--- src/rtl/wb_dma.sv ---
// wb_dma: single-channel Wishbone memory-to-memory copy engine.
// A responder port holds the SRC/DST/LEN/CTRL registers; an initiator port
// moves one word at a time as a read beat followed by a write beat, with one
// idle cycle after each beat so the upstream arbiter can re-evaluate.
module wb_dma #(
  parameter int LenWidth = 16
) (
  input  logic        clk_in,
  input  logic        reset_in,
  // responder port
  input  logic        wb_cyc,
  input  logic        wb_stb,
  input  logic        wb_we,
  input  logic [3:0]  wb_sel,
  input  logic [31:0] wb_addr,
  input  logic [31:0] wb_wdata,
  output logic [31:0] wb_rdata,
  output logic        wb_ack,
  output logic        wb_err,
  // initiator port
  output logic        wbm_cyc,
  output logic        wbm_stb,
  output logic        wbm_we,
  output logic [3:0]  wbm_sel,
  output logic [31:0] wbm_addr,
  output logic [31:0] wbm_wdata,
  input  logic [31:0] wbm_rdata,
  input  logic        wbm_ack,
  input  logic        wbm_err,
  output logic        irq_out
);

  typedef enum logic [2:0] {
    S_IDLE   = 3'd0,
    S_RD     = 3'd1,
    S_RD_GAP = 3'd2,
    S_WR     = 3'd3,
    S_WR_GAP = 3'd4
  } state_t;

  localparam logic [1:0] REG_SRC  = 2'd0;
  localparam logic [1:0] REG_DST  = 2'd1;
  localparam logic [1:0] REG_LEN  = 2'd2;
  localparam logic [1:0] REG_CTRL = 2'd3;

  localparam logic [LenWidth-1:0] LEN_ONE = LenWidth'(1);

  state_t              state, next_state;
  logic [31:0]         src, dst;
  logic [LenWidth-1:0] len;
  logic [31:0]         data_q;
  logic                ie, done, err, abort_q;
  logic                busy;

  // responder decode
  logic        acc, wr_en, ctrl_wr, start_req, abort_wr;
  logic [1:0]  reg_sel;
  logic [31:0] rd_mux, rd_len;

  // FSM side effects
  logic bus_cyc, bus_we, capture, step, set_err, set_done;
  logic [31:0] bus_addr, bus_wdata;

  // Byte lanes and undecoded address bits are intentionally ignored.
  logic unused_ok;
  assign unused_ok = ^{wb_sel, wb_addr[31:4], wb_addr[1:0]};

  assign busy      = (state != S_IDLE);
  assign reg_sel   = wb_addr[3:2];
  // A new access is taken only when the previous one is not being acked,
  // which limits the responder to one access per two cycles.
  assign acc       = wb_cyc & wb_stb & ~wb_ack;
  assign wr_en     = acc & wb_we;
  assign ctrl_wr   = wr_en & (reg_sel == REG_CTRL);
  // ABORT in the same write suppresses START.
  assign start_req = ctrl_wr & wb_wdata[0] & ~wb_wdata[2];
  assign abort_wr  = ctrl_wr & wb_wdata[2];

  assign wb_err  = 1'b0;
  assign irq_out = done & ie;

  assign wbm_cyc   = bus_cyc;
  assign wbm_stb   = bus_cyc;
  assign wbm_we    = bus_we;
  assign wbm_sel   = bus_cyc ? 4'hF : 4'h0;
  assign wbm_addr  = bus_addr;
  assign wbm_wdata = bus_wdata;

  // FSM state register; async reset drops the initiator strobe immediately.
  always_ff @(posedge clk_in or negedge reset_in) begin
    if (!reset_in) state <= S_IDLE;
    else           state <= next_state;
  end

  // FSM next state, bus outputs and register-update strobes.
  always_comb begin
    next_state = state;
    bus_cyc    = 1'b0;
    bus_we     = 1'b0;
    bus_addr   = 32'h0;
    bus_wdata  = 32'h0;
    capture    = 1'b0;
    step       = 1'b0;
    set_err    = 1'b0;
    set_done   = 1'b0;
    case (state)
      S_IDLE: begin
        if (start_req) begin
          if (len != '0) next_state = S_RD;
          else           set_done   = 1'b1;
        end
      end
      S_RD: begin
        bus_cyc  = 1'b1;
        bus_addr = src;
        // err has priority over a simultaneous ack
        if (wbm_err) begin
          set_err    = 1'b1;
          next_state = S_IDLE;
        end else if (wbm_ack) begin
          capture    = 1'b1;
          next_state = S_RD_GAP;
        end
      end
      S_RD_GAP: begin
        next_state = abort_q ? S_IDLE : S_WR;
      end
      S_WR: begin
        bus_cyc   = 1'b1;
        bus_we    = 1'b1;
        bus_addr  = dst;
        bus_wdata = data_q;
        if (wbm_err) begin
          set_err    = 1'b1;
          next_state = S_IDLE;
        end else if (wbm_ack) begin
          step       = 1'b1;
          next_state = S_WR_GAP;
        end
      end
      S_WR_GAP: begin
        // len already reflects the word just written
        if (abort_q) begin
          next_state = S_IDLE;
        end else if (len == '0) begin
          set_done   = 1'b1;
          next_state = S_IDLE;
        end else begin
          next_state = S_RD;
        end
      end
      default: next_state = S_IDLE;
    endcase
  end

  // Pending abort: honoured at the next gap state, dropped whenever we go idle.
  always_ff @(posedge clk_in or negedge reset_in) begin
    if (!reset_in)                 abort_q <= 1'b0;
    else if (next_state == S_IDLE) abort_q <= 1'b0;
    else if (abort_wr && busy)     abort_q <= 1'b1;
  end

  // Word in flight between the read and the write beat.
  always_ff @(posedge clk_in or negedge reset_in) begin
    if (!reset_in)    data_q <= 32'h0;
    else if (capture) data_q <= wbm_rdata;
  end

  // Programming registers, live progress counters and sticky status.
  always_ff @(posedge clk_in or negedge reset_in) begin
    if (!reset_in) begin
      src  <= 32'h0;
      dst  <= 32'h0;
      len  <= '0;
      ie   <= 1'b0;
      done <= 1'b0;
      err  <= 1'b0;
    end else begin
      // address/count writes are dropped while a copy is running
      if (wr_en && !busy) begin
        case (reg_sel)
          REG_SRC: src <= {wb_wdata[31:2], 2'b00};
          REG_DST: dst <= {wb_wdata[31:2], 2'b00};
          REG_LEN: len <= wb_wdata[LenWidth-1:0];
          default: ;
        endcase
      end
      if (step) begin
        src <= src + 32'd4;
        dst <= dst + 32'd4;
        len <= len - LEN_ONE;
      end
      // W1C clears first so a START in the same write can set DONE again
      if (ctrl_wr) begin
        ie <= wb_wdata[1];
        if (wb_wdata[8]) done <= 1'b0;
        if (wb_wdata[9]) err  <= 1'b0;
      end
      if (set_done) done <= 1'b1;
      if (set_err)  err  <= 1'b1;
    end
  end

  // Register read mux; LEN is zero-extended.
  always_comb begin
    rd_len                 = 32'h0;
    rd_len[LenWidth-1:0]   = len;
    case (reg_sel)
      REG_SRC: rd_mux = src;
      REG_DST: rd_mux = dst;
      REG_LEN: rd_mux = rd_len;
      default: rd_mux = {22'h0, err, done, 6'h0, ie, busy};
    endcase
  end

  // Responder handshake: ack exactly one cycle after the access, data with it.
  always_ff @(posedge clk_in or negedge reset_in) begin
    if (!reset_in) begin
      wb_ack   <= 1'b0;
      wb_rdata <= 32'h0;
    end else begin
      wb_ack <= acc;
      if (acc) wb_rdata <= rd_mux;
    end
  end

endmodule

--- config.mk ---
export PLATFORM = sky130hd
export DESIGN_NAME = wb_dma
export DESIGN_NICKNAME = d
export VERILOG_FILES = /design/src/rtl/wb_dma.sv
export SDC_FILE = /design/constraint.sdc
export NUM_CORES = 1
export LEC_CHECK = 0
export CELL_PAD_IN_SITES_DETAIL_PLACEMENT = 1
export CELL_PAD_IN_SITES_GLOBAL_PLACEMENT = 1
export CORE_UTILIZATION = 38
export DETAILED_ROUTE_END_ITERATION = 8
export PLACE_DENSITY = 0.79
export SLEW_MARGIN = 20
export SYNTH_ARGS = -nofsm -noshare
export SYNTH_HDL_FRONTEND = slang
export SYNTH_SLANG_ARGS = --single-unit
export TNS_END_PERCENT = 30
--- constraint.sdc ---
create_clock -name clk_in -period 2.9 [get_ports clk_in]
set_input_delay 0.58 -clock clk_in [delete_from_list [all_inputs] [get_ports clk_in]]
set_output_delay 0.58 -clock clk_in [all_outputs]
set_load 0.005 [all_outputs]
[Yosys cells after proc, flatten, opt, wreduce, memory -nomap -nowiden]
Index checks and enable logic that the tools add are counted.
Word-level totals
  flip-flop bits (word level): 152
Cells by class
  add/sub/neg operators: 3
  equality and inequality tests: 7
  mux-type cells: 44
  bitwise logic cells: 10
  reduce and logical (&&, ||, !) cells: 24
Operator list (count)
  two-way mux 32 bit: 7
  one-hot mux 32 bit (3 select lines): 1
  adder 32 x 3 -> 32 bit (second input constant): 2
  one-hot mux 32 bit (2 select lines): 1
  two-way mux 16 bit: 3
  two-way mux 1 bit: 22
  two-way mux 3 bit: 6
  nonzero test 2 bit: 9
  logical NOT 16 bit: 1
  nonzero test 16 bit: 1
  subtractor 16 x 1 -> 16 bit (second input constant): 1
  one-hot mux 3 bit (5 select lines): 1
  AND reduction 2 bit: 5
  AND 1 bit: 8
  equality test 3 x 2 -> 1 bit (second input constant): 2
  logical NOT 3 bit: 2
  equality test 2 bit (second input constant): 2
  two-way mux 4 bit: 1
  equality test 3 x 1 -> 1 bit (second input constant): 1
  equality test 3 bit (second input constant): 1
  nonzero test 3 bit: 1
  equality test 2 x 1 -> 1 bit (second input constant): 1
  logical AND 1 bit: 2
  logical NOT 2 bit: 1
  other kinds (5): 6

[Depth between registers and ports, before layout]
Gate-level depths: netlist of the first run.
  depth after elaboration: 10
  gate-level depth with buffers: 9
  gate-level depth less buffers: 6

[Worst setup path before layout of the first run]
OpenSTA, ideal clock, no wires.
  kind: in2reg
  from: input port wbm_err
  to: register src[29]
  setup time: 120 ps
  data arrival time: 2027 ps
  data required time: 2780 ps
  slack: 754 ps
  stages on the path: 5
  buffers on the path: 0
  path through: and4bb_2 nand2_2 or4_1 or3_1 and3_1
On the way
  cells in the longest elaborated chain, start to end: 4
Ends and longest elaborated chain
  from (decl): line 29  | input logic wbm_err,
  two-way mux 1 bit *: line 133  | if (wbm_err) begin
  two-way mux 1 bit *: line 106  | case (state)
  nonzero test 2 bit (no line)
  AND reduction 2 bit (no line)
  to (signal assigned): line 182  | REG_SRC: src <= {wb_wdata[31:2], 2'b00};
  to (signal assigned): line 189  | src <= src + 32'd4;
  to (decl): line 49  | logic [31:0] src, dst;
Every way passes the cells marked *; elsewhere a longest branch is shown, timed or not.
A chain may end at the register's enable or synchronous reset.

[Worst setup path in the final report of the first run]
  from: register state[2]
  to: output port wbm_wdata[6]
On the way
  cells in the longest elaborated chain, start to end: 2
Ends and longest elaborated chain
  from (decl): line 48  | state_t state, next_state;
  from (signal assigned): line 92  | else state <= next_state;
  equality test 3 x 2 -> 1 bit: line 106
  two-way mux 32 bit: line 106
  to (decl): line 26  | output logic [31:0] wbm_wdata,
Every way passes these cells.

==> run summary, run 1 <==
Die Area - 23100 µm²
Synth Register Bits - 148
Post-synth top cells - 148 x dfrtp_1, 99 x nand2_1, 86 x nor2_1
Max Fanout on Critical Path - 39
crit-path max cell delay - 0.52 ns
first-pass GRT wire length - 48500 µm
Tcrit/Tclk final - 0.964
share of the synthesized area in the top cell type - 0.433
placed insts - 1353
Setup Skew - 0.00917 ns
hold buffer count at cts - 0
residual DRC count - 48
critical path class - flip-flop to primary output
largest area contributor in the netlist - dfrtp_1
Max Freq - 358 MHz
clock buffer depth - 2
Post-CTS Resized - 0
largest net degree at the start of global routing - 53
DRT Pass-1 Iters - 7
M3 GR Usage - 0.0436
Num CTS Buffers - 17
Layout Nets - 1203
violated checks - DRC
wirelength, routed - 30100 µm
CP Cell Sequence - nand2b_1 > inv_1 > buf_4 > and3_1 > clkdlybuf4s50_1
Top-Level Pins - 213
status - complete, but fails checks
most common cell in the netlist - dfrtp_1
mapped cell area - 8560 µm²
CP Launch Type - flip-flop
MaxCap Viol Count - 0
yosys warns - 0
n_diodes - 0
Starting Density - 0.390
slowest cell on the critical path - clkdlybuf4s50_1
Util after Layout - 0.518
Finished Layout Cells - 1385
Hold Path Class - input pin to async pin
pre-CTS WS - 0.0837 ns
final setup vio count - 0
Yosys cell types - 66
wire per inst - 21.7 µm
busiest grt layer - met2
area of the core - 22000 µm²
GRT Util Overall - 0.268
post-DP HPWL - 21500 µm
final setup TNS - 0 ns
Slew Limit Fails - 0
vias - 8204
Core Rows - 54
Leakage - 4.69 nW
final hold vios - 0
setup bufs post-CTS - 0
gate count of the mapped netlist - 932
Die Wd - 152 µm
CTS root buffer - clkbuf_16
number of synthesized flops with an enable pin - 0
worst skew pair latency - 0.44 ns
required time of the critical path - 2.32 ns
initial DRC count - 623
ratio of cells with drive above 1 in the final layout - 0.122
fin crit period - 2.80 ns
Die H - 152 µm
prevailing post-synth register cell - dfrtp_1
CP arrival - 2.22 ns
Worst Max-Slew Pin Slew - 0.583 ns
worst setup margin - 0.105 ns
PD cells - 889 nW/µm²
Layout area overhead - 32.7%
met1 Usage GRT - 0.358
clk sinks - 148
TritonCTS clock tree - yes
RSZ-0062 raised after global routing - no
initial antenna violation count - 0
port buffer count - 175
global route overflow - 0
antenna viol nets, final - 0
CP Capture Type - primary output
Syn Area/Cell - 9.19 µm²
Relative slew margins - 0.611
Synth async-reset ratio - 1.00
H-tree levels - 4
Seq/Total Area, Yosys - 0.433
placer congestion estimate - 0.866
GR Util met2 - 0.439
CTS clk-pin slew, worst paths - 0.06 ns
fill cell count - 2508
vias in the first global route - 8530
Vias/cell - 5.92
Synth area leaders - dfrtp_1 43%, mux2i_1 7.2%, mux2_2 4.6%
VDD IR max - 0.326 mV
routing by layer:
| metal | part of all wire | wire length, µm |
|---|---|---|
| met4 | 0.023 | 678 |
| met2 | 0.47 | 14100 |
| met1 | 0.45 | 13600 |
| met3 | 0.056 | 1680 |
| met5 | 0 | 0 |
final timing paths:
check	startpoint	slack, ns	cells past startpoint	end
max	state[2]	0.10	5	wbm_wdata[6]
min	reset_in	0.1	1	data_q[18]
max reg2reg	dst[6]	0.32	5	dst[22]
min reg2reg	wb_rdata[27]	0.48	2	wb_rdata[27]
max in group asynchronous	reset_in	2.10	2	data_q[16]
min in group clk_in	wb_rdata[27]	0.48	2	wb_rdata[27]
sequential cells by signal (all words and copies together) (netlist names):
name / cells
abort_q: 1
data_q: 32
done: 1
dst: 30
err: 1
ie: 1
len: 16
src: 30
state: 3
wb_ack: 1
wb_rdata: 32
cell families (layout without fill, tap and decap cells):
family | after synthesis | after routing | share of synthesized area
and+or+nand+nor | 379 | 379 | 0.223
other | 1 | 3 | 0.000438
DFF | 148 | 148 | 0.433
muxes | 99 | 99 | 0.124
xor gates and xnor gates | 11 | 11 | 0.0113
AOI/OAI and AO/OA | 190 | 190 | 0.152
adders and majority gates | 4 | 4 | 0.00585
buffers and inverters | 100 | 271 | 0.0514
through the flow:
stage | instance area, µm² | total power [mW] | hold WS (ns)
finish | 11400 | 10.1 | 0.0984
global route | 11400 | 10.7 | 0.147
CTS | 11400 | 10.1 | 0.117
detailed placement | 10700 | 7.60 | 0.469
global placement | 10700 | 7.41 | 0.461
floorplan | 8570 | 5.83 | 0.284
report_power, final:
group	switching, mW	leakage (nW)	total (mW)	internal [mW]
logic	1.76	2.55	3.63	1.87
clock network	0.959	0.314	2.49	1.54
registers	1.05	1.83	3.99	2.94
placed cells by master, fill, tap and decap left out, drive strengths merged, types with 7 or more instances in the layout:
cell / netlist / routed
o311ai: 14 / 14
o31ai: 21 / 21
or3: 10 / 10
nor2: 86 / 86
o211ai: 16 / 16
mux2: 35 / 35
o22ai: 10 / 10
o21ai: 34 / 34
and3: 47 / 47
a311oi: 7 / 7
nor3: 24 / 24
buf: 36 / 49
nand3: 36 / 36
nor4: 17 / 17
clkbuf: 47 / 17
or4: 15 / 15
mux2i: 62 / 62
inv: 17 / 20
a211oi: 7 / 7
a21oi: 41 / 41
and4: 7 / 7
clkdlybuf4s50: 0 / 173
dfrtp: 148 / 148
nand2: 102 / 102
nand4: 12 / 12
area by class of cell:
class                      instances  area (µm²)  share of cell area
multi-input combinational        686        4440               0.391
inverter                          17        63.8             0.00561
clock buffer                      17         425              0.0374
timing repair buffer             222        2150               0.189
clock inverter                    15         228              0.0200
tap                              280         350              0.0308
sequential                       148        3700               0.326
worst max-delay path, delay by kind of cell (launching register included):
kind / cells / cell delay (ns)
flops: 1 / 0.46
simple gates: 2 / 0.43
buf+inv: 3 / 0.89
Power figures use the tool's default switching activity.
==> inputs of run 2 (changes only) <==
Settings changed: CORE_UTILIZATION 38 to 35, PLACE_DENSITY 0.79 to 0.73.
==> run summary, run 2 (synthesis gave the netlist of run 1 again) <==
Max Freq - 363 MHz
Worst R2R Setup Slack - 0.40 ns
most frequent cells in the layout - 173 x clkdlybuf4s50_1, 147 x dfrtp_1, 99 x nand2_1, 86 x nor2_1, 62 x mux2i_1
fill cell count - 2681
initial antenna violation count - 0
Top-Level Pins - 213
Setup Skew - 0.0110 ns
Relative slew margins - 0.596
status - finished, final reports clean
CP Cell Sequence - nand2b_1 > inv_1 > buf_4 > and3_1 > clkdlybuf4s50_1
VDD IR max - 0.327 mV
Die Area - 25100 µm²
area of the core - 23800 µm²
setup bufs post-CTS - 0
reg2reg end - dst[31]
largest net degree at the start of global routing - 61
CP Capture Type - primary output
vias - 8209
Crit path depth - 5
CTS root buffer - clkbuf_16
Post-CTS Resized - 0
Util after Layout - 0.480
Leakage - 4.67 nW
clk sinks - 148
sequential cell area - 3700 µm²
family with the most delay on the worst path - buffers and inverters
H-tree levels - 4
final setup vio count - 0
Slew Limit Fails - 0
final hold vios - 0
Vias/cell - 5.75
Die Wd - 158 µm
antenna viol nets, final - 0
global route overflow - 0
Worst R2R Start - dst[6]
CP arrival - 2.17 ns
Multi-input gate area - 4440 µm²
required time of the critical path - 2.32 ns
wirelength, routed - 30500 µm
residual DRC count - 0
most common cell after layout, fill and taps aside - clkdlybuf4s50_1
Layout area overhead - 33.1%
Die H - 158 µm
final setup TNS - 0 ns
worst path bufs/invs - 3
PD cells - 870 nW/µm²
DRT Pass-1 Iters - 5
CTS clk-pin slew, worst paths - 0.06 ns
Num CTS Buffers - 17
CP Launch Type - flip-flop
GRT Util Overall - 0.251
first-pass GRT wire length - 47900 µm
ratio of cells with drive above 1 in the final layout - 0.125
fin crit period - 2.75 ns
TritonCTS clock tree - yes
crit-path max cell delay - 0.53 ns
post-DP HPWL - 22200 µm
Worst Max-Slew Pin Slew - 0.601 ns
wire per inst - 21.4 µm
Core Rows - 56
clock buffer depth - 2
biggest regs - data_q (32), wb_rdata (32)
RSZ-0062 raised after global routing - no
hold buffer count at cts - 0
Max Fanout on Critical Path - 25
n_diodes - 0
critical path class - flip-flop to primary output
worst skew pair latency - 0.43 ns
Hold Path Class - input pin to async pin
reg2reg path depth - 5
port buffer count - 175
initial DRC count - 540
Layout Nets - 1207
Tcrit/Tclk final - 0.949
vias in the first global route - 8462
Starting Density - 0.360
placer congestion estimate - 0.875
slowest cell on the critical path - clkdlybuf4s50_1
MaxCap Viol Count - 0
run 2: cell types whose count changed in the layout (fill, tap and decap cells not counted):
| cell | change |
|---|---|
| clkinvlp_4 | +3 |
| inv_6 | +1 |
| clkbuf_8 | +1 |
| bufinv_16 | -3 |
| clkinv_4 | -2 |
| buf_4 | +3 |
| buf_12 | +1 |
run 2: metal layers:
| layer | track usage | vias up | share of wire |
|---|---|---|---|
| met5 | 0 | - | 0 |
| met4 | 0.0742 | 0 | 0.018 |
| met3 | 0.0585 | 46 | 0.074 |
| met2 | 0.419 | 311 | 0.47 |
| met1 | 0.322 | 4091 | 0.44 |
| li1 | - | 3761 | - |
run 2: layout make-up:
cell class                      instances  share of cell area
Multi-Input combinational cell        686               0.390
Clock inverter                         14              0.0133
Inverter                               17             0.00560
Timing Repair Buffer                  226               0.192
Sequential cell                       148               0.325
Tap cell                              319              0.0350
Clock buffer                           18              0.0385
run 2: worst max path at each step:
| stage | startpoint | endpoint | slack (ns) |
|---|---|---|---|
| 2_1_floorplan | wbm_err | src[29] | 0.75 |
| 5_1_grt | state[2] | wbm_wdata[31] | 0.03 |
| 3_3_place_gp | wbm_ack | src[29] | 0.07 |
| 4_1_cts | state[2] | wbm_wdata[31] | 0.11 |
| 3_5_place_dp | wbm_ack | src[29] | 0.05 |
| 6_report | state[2] | wbm_wdata[31] | 0.15 |
run 2: where the power goes:
group | internal (mW) | switching [mW] | total (mW)
sequential | 2.94 | 1.01 | 3.95
clock | 1.30 | 0.959 | 2.26
combinational | 1.90 | 1.81 | 3.71
run 2: stage by stage:
stage / power, mW / worst slack [ns] / hold slack [ns] / std cells / area (µm²)
after floorplan: 5.83 / 0.754 / 0.284 / 934 / 8570
after global placement: 7.49 / 0.0728 / 0.463 / 1396 / 10800
after detailed placement: 7.66 / 0.0477 / 0.468 / 1396 / 10800
after CTS: 9.96 / 0.107 / 0.153 / 1428 / 11400
after global routing: 10.5 / 0.0339 / 0.168 / 1428 / 11400
final: 9.92 / 0.147 / 0.132 / 1428 / 11400
run 2: worst reg2reg max path: stages (launching register included):
cell	delay, ns
dfrtp_1	0.53
nand4_1	0.22
or4_4	0.69
or4_4	0.56
a311oi_1	0.28
o31ai_1	0.11
==> inputs of run 3 (changes only) <==
Settings changed: CAP_MARGIN set to 10, CORE_MARGIN set to 5.
==> run summary, run 3 (synthesis gave the netlist of run 1 again) <==
Core Rows - 57
TritonCTS clock tree - yes
Die Area - 27700 µm²
Top-Level Pins - 213
vias in the first global route - 8625
initial antenna violation count - 0
worst skew pair latency - 0.43 ns
Max Fanout on Critical Path - 38
CP Capture Type - primary output
Worst Max-Slew Pin Slew - 0.660 ns
GRT Util Overall - 0.223
DRT Pass-1 Iters - 5
initial DRC count - 705
n_diodes - 0
CP arrival - 2.18 ns
final setup vio count - 0
total design power - 10.2 mW
crit-path max cell delay - 0.52 ns
clk sinks - 148
Starting Density - 0.354
PD cells - 888 nW/µm²
Tcrit/Tclk final - 0.953
Layout Nets - 1201
most common cell after layout, fill and taps aside - clkdlybuf4s50_1
status - finished, final reports clean
port buffer count - 175
area of the core - 24200 µm²
critical path class - flip-flop to primary output
Layout area overhead - 33.7%
fin crit period - 2.76 ns
largest net degree at the start of global routing - 64
Vias/cell - 5.72
H-tree levels - 4
CP Cell Sequence - nand2b_1 > inv_1 > buf_6 > and3_1 > clkdlybuf4s50_1
Slew Limit Fails - 0
wirelength, routed - 31400 µm
most frequent cells in the layout - 173 x clkdlybuf4s50_1, 147 x dfrtp_1, 99 x nand2_1, 86 x nor2_1, 62 x mux2i_1
clock buffer depth - 2
Hold Path Class - input pin to async pin
required time of the critical path - 2.32 ns
CTS clk-pin slew, worst paths - 0.07 ns
Num CTS Buffers - 17
wire per inst - 22.0 µm
setup bufs post-CTS - 0
slowest cell on the critical path - clkdlybuf4s50_1
Setup Skew - 0.0108 ns
antenna viol nets, final - 0
VDD IR max - 0.404 mV
placer congestion estimate - 0.862
residual DRC count - 0
Leakage - 4.69 nW
CTS root buffer - clkbuf_16
Die H - 166 µm
hold buffer count at cts - 0
Relative slew margins - 0.560
CP Launch Type - flip-flop
post-DP HPWL - 22700 µm
final setup TNS - 0 ns
RSZ-0062 raised after global routing - no
Die Wd - 166 µm
vias - 8166
global route overflow - 0
first-pass GRT wire length - 49900 µm
biggest regs - data_q (32), wb_rdata (32)
Max Freq - 362 MHz
ratio of cells with drive above 1 in the final layout - 0.120
MaxCap Viol Count - 0
final hold vios - 0
[run 3: cell types whose count changed in the layout (fill, tap and decap cells not counted)]
cell,previous run,this run
clkbuf_8,1,0
buf_4,46,37
clkbuf_1,0,1
buf_12,5,7
buf_6,1,2
clkinv_4,1,2
clkinv_2,2,0
bufinv_16,2,5
clkinvlp_4,5,3
[run 3: power by group]
group | switching [mW] | internal (mW)
Clock | 0.956 | 1.54
Combinational | 1.80 | 1.91
Sequential | 1.02 | 2.94
Total | 3.78 | 6.39
[run 3: worst max-delay path: cells and delay by family, from the launching register on]
family / cells / cell delay [ns]
buffers and inverters: 3 / 0.87
flip-flops: 1 / 0.46
AND/OR/NAND/NOR: 2 / 0.43
[run 3: metrics by stage]
step                      worst slack, ns  std cells  area, µm²  hold WS, ns  utilization
final                               0.135       1427      11400        0.164        0.474
after global routing               0.0341       1427      11400        0.197        0.474
after CTS                          0.0613       1427      11400        0.182        0.473
after detailed placement            0.160       1395      10800        0.469        0.446
after global placement              0.188       1395      10800        0.461        0.446
after floorplan                     0.754        934       8570        0.284            -
[run 3: final timing paths]
kind / from / to / slack (ns) / depth (start not counted)
min reg2reg: wb_rdata[24] / wb_rdata[24] / 0.48 / 2
min in group clk_in: wb_rdata[24] / wb_rdata[24] / 0.48 / 2
max: state[2] / wbm_wdata[18] / 0.14 / 5
min: reset_in / wb_rdata[19] / 0.16 / 1
max reg2reg: dst[6] / dst[31] / 0.30 / 5
max in group asynchronous: reset_in / dst[4] / 2.02 / 2
[run 3: timing repair]
item,in CTS,in global routing
endpoints found under the hold margin,0,0
gates resized for setup,0,1
endpoints found under the setup margin,0,15
[run 3: layout make-up]
class / count / area [µm²]
Sequential cell: 148 / 3700
Multi-Input combinational cell: 686 / 4440
Clock inverter: 14 / 225
Timing Repair Buffer: 220 / 2180
Fill cell: 2694 / 12700
Inverter: 17 / 63.8
Clock buffer: 18 / 429
Tap cell: 324 / 405
[run 3: routing by layer]
metal  share of wire  GRT usage
met2            0.47      0.364
met4           0.019     0.0676
met1            0.46      0.305
met3           0.049     0.0390
met5               0          0
